**config.mk**
```make
export PLATFORM = sky130hd
export DESIGN_NAME = cmp_dmem_arbiter_flat
export DESIGN_NICKNAME = d
export VERILOG_FILES = /design/src/rtl/cmp_dmem_arbiter_if.sv /design/src/rtl/cmp_dmem_arbiter.sv /design/src/flat_wrapper.sv
export SDC_FILE = /design/constraint.sdc
export NUM_CORES = 1
export LEC_CHECK = 0
export ABC_AREA = 1
export CAP_MARGIN = 0
export CORE_AREA = 3 3 199 201
export DETAILED_ROUTE_END_ITERATION = 10
export DIE_AREA = 0 0 202 204
export SYNTH_ARGS = -nofsm -noshare
export SYNTH_HDL_FRONTEND = slang
export SYNTH_SLANG_ARGS = --single-unit
```
**constraint.sdc**
```tcl
create_clock -name clk -period 4.2 [get_ports clk]
set_input_delay 0.84 -clock clk [delete_from_list [all_inputs] [get_ports clk]]
set_output_delay 0.84 -clock clk [all_outputs]
set_load 0.02 [all_outputs]
```
**src/rtl/cmp_dmem_arbiter_if.sv**
```systemverilog
// rtl/cmp_dmem_arbiter_if.sv - node-side and dmem-side signal bundle for the dmem arbiter
interface cmp_dmem_arbiter_if;
  logic [0:3]   req;
  logic [0:3]   wr;
  logic [0:3]   lock;
  logic [0:31]  addr;
  logic [0:255] wdata;
  logic [0:3]   gnt;
  logic [0:3]   rvalid;
  logic [0:63]  rdata;
  logic         mem_en;
  logic         mem_wr_en;
  logic [0:7]   mem_addr;
  logic [0:63]  mem_din;
  logic [0:63]  mem_dout;

  // Nodes plus the dmem instance: drives requests and memory read data.
  modport master (
    output req, wr, lock, addr, wdata, mem_dout,
    input  gnt, rvalid, rdata, mem_en, mem_wr_en, mem_addr, mem_din
  );

  // Arbiter view.
  modport slave (
    input  req, wr, lock, addr, wdata, mem_dout,
    output gnt, rvalid, rdata, mem_en, mem_wr_en, mem_addr, mem_din
  );
endinterface

```
**src/rtl/cmp_dmem_arbiter.sv**
```systemverilog
// rtl/cmp_dmem_arbiter.sv - round-robin arbiter with bounded lock sharing one 256x64 dmem
module cmp_dmem_arbiter #(
  parameter int MAX_LOCK = 4
) (
  input  logic              clk,
  input  logic              reset,
  cmp_dmem_arbiter_if.slave bus
);

  localparam logic [3:0] MAX_LOCK_C = 4'(MAX_LOCK);

  typedef enum logic {ARB, LOCKED} state_t;

  state_t     state, state_nxt;
  logic [1:0] last_grant, last_grant_nxt;
  logic [1:0] owner, owner_nxt;
  logic [3:0] lock_cnt, lock_cnt_nxt;
  logic [0:3] gnt;
  logic [0:3] rvalid_q;
  logic [1:0] sel;
  logic       granted;
  logic [1:0] win;
  logic [1:0] cand;
  logic       found;

  // Round-robin scan: first requester after last_grant, wrapping around.
  always_comb begin
    found = 1'b0;
    win   = 2'd0;
    cand  = 2'd0;
    for (int i = 1; i <= 4; i++) begin
      cand = last_grant + 2'(i);
      if (!found && bus.req[cand]) begin
        found = 1'b1;
        win   = cand;
      end
    end
  end

  // Grant decision and next state; everything is held quiet while reset is high.
  always_comb begin
    state_nxt      = state;
    last_grant_nxt = last_grant;
    owner_nxt      = owner;
    lock_cnt_nxt   = lock_cnt;
    gnt            = 4'b0000;
    sel            = 2'd0;
    granted        = 1'b0;
    if (!reset) begin
      case (state)
        ARB: begin
          if (found) begin
            gnt[win]       = 1'b1;
            sel            = win;
            granted        = 1'b1;
            last_grant_nxt = win;
            if (bus.lock[win] && (MAX_LOCK > 1)) begin
              state_nxt    = LOCKED;
              owner_nxt    = win;
              lock_cnt_nxt = 4'd1;
            end
          end
        end
        LOCKED: begin
          // last_grant is left at owner so the others go first on exit.
          if (bus.req[owner]) begin
            gnt[owner]   = 1'b1;
            sel          = owner;
            granted      = 1'b1;
            lock_cnt_nxt = lock_cnt + 4'd1;
            if (!bus.lock[owner] || (lock_cnt + 4'd1 == MAX_LOCK_C)) begin
              state_nxt = ARB;
            end
          end else begin
            state_nxt = ARB;
          end
        end
        default: state_nxt = ARB;
      endcase
    end
  end

  // Route the granted node's fields to the dmem port.
  always_comb begin
    bus.mem_en    = 1'b0;
    bus.mem_wr_en = 1'b0;
    bus.mem_addr  = 8'h00;
    bus.mem_din   = 64'h0;
    if (granted) begin
      bus.mem_en    = 1'b1;
      bus.mem_wr_en = bus.wr[sel];
      bus.mem_addr  = bus.addr[{sel, 3'b000} +: 8];
      bus.mem_din   = bus.wdata[{sel, 6'b000000} +: 64];
    end
  end

  // Arbitration state registers.
  always_ff @(posedge clk or posedge reset) begin
    if (reset) begin
      state      <= ARB;
      last_grant <= 2'd3;
      owner      <= 2'd0;
      lock_cnt   <= 4'd0;
    end else begin
      state      <= state_nxt;
      last_grant <= last_grant_nxt;
      owner      <= owner_nxt;
      lock_cnt   <= lock_cnt_nxt;
    end
  end

  // Read-return flag: valid in the cycle after a read grant, dmem data passes through.
  always_ff @(posedge clk or posedge reset) begin
    if (reset) begin
      rvalid_q <= 4'b0000;
    end else begin
      rvalid_q <= gnt & ~bus.wr;
    end
  end

  assign bus.gnt    = gnt;
  assign bus.rvalid = rvalid_q;
  assign bus.rdata  = bus.mem_dout;

endmodule

```
**src/flat_wrapper.sv**
```systemverilog
// flat-port wrapper written by rule: the top's interface ports become plain ports
module cmp_dmem_arbiter_flat 
#(
  parameter int MAX_LOCK = 4
)
  (clk, reset, bus_req, bus_wr, bus_lock, bus_addr, bus_wdata, bus_mem_dout, bus_gnt, bus_rvalid, bus_rdata, bus_mem_en, bus_mem_wr_en, bus_mem_addr, bus_mem_din);
  cmp_dmem_arbiter_if bus_i ();
  input  logic clk;
  input  logic reset;
  input wire logic [$bits(bus_i.req)-1:0] bus_req;
  input wire logic [$bits(bus_i.wr)-1:0] bus_wr;
  input wire logic [$bits(bus_i.lock)-1:0] bus_lock;
  input wire logic [$bits(bus_i.addr)-1:0] bus_addr;
  input wire logic [$bits(bus_i.wdata)-1:0] bus_wdata;
  input wire logic [$bits(bus_i.mem_dout)-1:0] bus_mem_dout;
  output wire logic [$bits(bus_i.gnt)-1:0] bus_gnt;
  output wire logic [$bits(bus_i.rvalid)-1:0] bus_rvalid;
  output wire logic [$bits(bus_i.rdata)-1:0] bus_rdata;
  output wire logic [$bits(bus_i.mem_en)-1:0] bus_mem_en;
  output wire logic [$bits(bus_i.mem_wr_en)-1:0] bus_mem_wr_en;
  output wire logic [$bits(bus_i.mem_addr)-1:0] bus_mem_addr;
  output wire logic [$bits(bus_i.mem_din)-1:0] bus_mem_din;
  assign bus_i.req = bus_req;
  assign bus_i.wr = bus_wr;
  assign bus_i.lock = bus_lock;
  assign bus_i.addr = bus_addr;
  assign bus_i.wdata = bus_wdata;
  assign bus_i.mem_dout = bus_mem_dout;
  assign bus_gnt = bus_i.gnt;
  assign bus_rvalid = bus_i.rvalid;
  assign bus_rdata = bus_i.rdata;
  assign bus_mem_en = bus_i.mem_en;
  assign bus_mem_wr_en = bus_i.mem_wr_en;
  assign bus_mem_addr = bus_i.mem_addr;
  assign bus_mem_din = bus_i.mem_din;
  cmp_dmem_arbiter #(.MAX_LOCK(MAX_LOCK)) u_core (.clk(clk), .reset(reset), .bus(bus_i));
endmodule
```
==> summary.txt, run 1 <==
Synth
  • Syn. warnings: 0
  • Cell variety after synth: 38
  • Synth top area share: 16.6%
  • Most frequent cell after synthesis: nand2_1
  • Synth Instances: 815
  • Synthesized flop and latch total: 13
  • Largest area contributor in the netlist: o211ai_2
  • Post-synth top cells: nand2_1, inv_1, o211ai_1
  • Net Count, Synth: 1183
  • Ys flop type: dfrtp_1
  • Mapped Area: 0.00529 sq mm
  • Sequential-to-total area share from yosys stat: 6.20%
  • EDFF count, synth: 0
  • Asr flop ratio synth: 100%
  • Largest cells by area after synthesis: o211ai_2, nand2_1, a21oi_2
  • Synth Area per Inst: 6.49 sq um

STA
  • Count of final setup violators: 0
  • Setup_tns: 0 ns
  • Layout Skew: 0.00150 ns
  • Unrepaired setup endpoints after global routing: no
  • Final hold vios: 0
  • Max-slew violation count: 0
  • Slew Limit Headroom: 67.0%
  • Tmin final: 4.10 ns
  • Highest clock rate: 0.244 GHz
  • Worst slew pin tran: 0.494 ns
  • Worst setup margin: 0.0981 ns
  • Period utilization: 97.7%

Power and ir drop
  • Total power: 6.59 mW
  • Pleak: 4.52 nW
  • Peak supply drop: 0.397 mV
  • Pwr Density: 698 mW/mm^2

Worst setup path
  • Critical path endpoint category: output port
  • Setup CP Type: in2out
  • Crit path DAT: 3.26 ns
  • Req. time, crit path: 3.36 ns
  • Crit start category: input pin
  • Maximum fanout along the worst path: 25

Global route
  • Gr usage total: 10.8%
  • Vias in the first global route: 6404
  • Largest net degree at the start of global routing: 46
  • Remaining global-route overflow: 0
  • First-pass GRT wire length: 35800 microns
  • Antenna violations before repair: 1

Place
  • Number of I/O port buffers: 383
  • HPWL after DPL: 20500 microns
  • GPL Wtd Cong: 0.930
  • Area post-placement: 0.00961 sq mm
  • Placement Setup Slack: -0.327 ns

Routing
  • Total vias in the final route: 6514
  • Routed WL: 24800 microns
  • Drt wl/cell: 14.8 microns
  • Routed Antenna Nets: 0
  • DRC: 0
  • Drt first pass iters: 4
  • Via/cell ratio: 3.90
  • DR iter-0 viols: 329

Finish
  • Post-layout net count: 1528
  • Area grow syn2layout: 78.5%
  • Layout cells sized above 1: 27.6%
  • Diodes inserted: 0
  • Design area: 0.00944 sq mm

Outcome
  • Status: finished clean

Floorplanning
  • Die height: 204 microns
  • Std-Cell Core Area: 0.0378 sq mm
  • I/O pins: 512
  • # rows: 71
  • Initial core utilization: 14.0%
  • Horiz. Die Dim: 202 microns
  • Die area: 0.0412 sq mm

CTS
  • CTS root buffer: clkbuf_16
  • CTS tree: built
  • Num CTS Buffers: 3
  • Hold Buf Count CTS: 0
  • Max clock buf depth: 2
  • Clock transition at the registers of the reported paths: 0.05 ns
  • Sink Count: 13
  • Worst skew pair latency: 0.24 ns
  • H-Tree Depth: 1

Job
  • Max-Cap Viols: 0

Hold path
  • Worst hold path type: reg2reg
repair_timing:
| action | CTS | global route |
|---|---|---|
| resized for setup | 76 | 163 |
| setup buffers | 0 | 1 |
| endpoints found under the setup margin | 73 | 76 |
| pin swaps | 1 | 2 |
| cloned | 0 | 2 |
logic make-up (layout without fill, tap and decap cells):
logic type,after synthesis,in the layout,share of synthesized area [%]
buffers and inverters,291,635,30.2
AND/OR/NAND/NOR,270,270,21.5
AO/OA/AOI/OAI,237,237,41.3
flip-flops,13,13,6.20
adder cells (fa/ha/maj),2,2,0.473
XOR/XNOR,2,2,0.331
sequential cells by signal (all words and copies together) (netlist names):
| register | cells |
|---|---|
| u_core.bus.rvalid | 4 |
| u_core.lock_cnt | 4 |
| u_core.last_grant | 2 |
| u_core.owner | 2 |
| u_core.state | 1 |
worst paths after layout:
check                                     start              endpoint  slack (ns)  cells past startpoint
max                                  bus_req[2]       bus_mem_din[26]         0.1                     14
min                          u_core.lock_cnt[3]    u_core.lock_cnt[3]        0.50                      2
max reg2reg                u_core.last_grant[0]    u_core.lock_cnt[3]        1.68                     19
min reg2reg                  u_core.lock_cnt[3]    u_core.lock_cnt[3]        0.50                      2
max in group asynchronous                 reset    u_core.lock_cnt[2]        2.81                      3
min in group asynchronous                 reset  u_core.last_grant[1]        1.17                      2
cell type report:
cell class                 count  area, sq um
fill                        4198        28300
timing repair buffer         460         4360
multi-input combinational    511         3380
inverter                     171          652
tap                          511          639
sequential                    13          328
clock buffer                   4         78.8
worst max-delay path, cell delays in order:
cell	delay [ns]
clkdlybuf4s50_1	0.50
inv_1	0.06
buf_4	0.13
o22ai_2	0.17
nor2_1	0.10
o31ai_1	0.23
buf_4	0.18
nand2_8	0.05
buf_12	0.16
buf_12	0.17
nand2_1	0.08
o211ai_2	0.08
a21oi_2	0.26
buf_2	0.22
placed cells by master, fill, tap and decap left out, types with 5 or more instances in the layout:
cell,count
buf_2,6
clkdlybuf4s50_1,307
nand2_1,218
nand3_1,20
inv_2,6
o211ai_2,70
buf_4,54
a21oi_1,7
clkbuf_2,66
a21oi_2,70
o21ai_0,8
dfrtp_1,11
o211ai_1,77
nor2_1,11
inv_1,162
clkbuf_16,5
buf_12,17
per-stage QoR:
stage                     instances  hold WS (ns)  util, %
after floorplan                 815         0.461        -
after global placement         1663         0.479     25.5
after detailed placement       1663         0.498     25.5
after CTS                      1667         0.508     25.4
after global routing           1670         0.547     25.0
final                          1670         0.502     25.0
per-layer routing:
layer	up-vias	GRT usage, %	share of wire, %
met5	-	0	0.052
met3	26	3.49	8.7
met4	2	2.02	1.7
met2	302	19.3	48
li1	3284	-	-
met1	2900	12.7	41
power by group:
group	switching, mW	internal [mW]
Sequential	0.0703	0.181
Combinational	3.59	2.56
Clock	0.0562	0.128
Total	3.72	2.87
No activity file was read; power rests on OpenSTA's default activity.
==> run 2, diff against run 1 <==
--- a/config.mk
+++ b/config.mk
@@ -6,7 +6,7 @@
 export NUM_CORES = 1
 export LEC_CHECK = 0
 export ABC_AREA = 1
-export CAP_MARGIN = 0
+export CAP_MARGIN = 20
 export CORE_AREA = 3 3 199 201
 export DETAILED_ROUTE_END_ITERATION = 10
 export DIE_AREA = 0 0 202 204
==> results of run 2 <==
The final DEF is identical to that of run 1; final timing and power are the same.
==> run 3, diff against run 2 <==
--- a/config.mk
+++ b/config.mk
@@ -8,6 +8,7 @@
 export ABC_AREA = 1
 export CAP_MARGIN = 20
 export CORE_AREA = 3 3 199 201
+export CTS_CLUSTER_DIAMETER = 150
 export DETAILED_ROUTE_END_ITERATION = 10
 export DIE_AREA = 0 0 202 204
 export SYNTH_ARGS = -nofsm -noshare
==> results of run 3 <==
The final DEF is identical to that of run 1; final timing and power are the same.
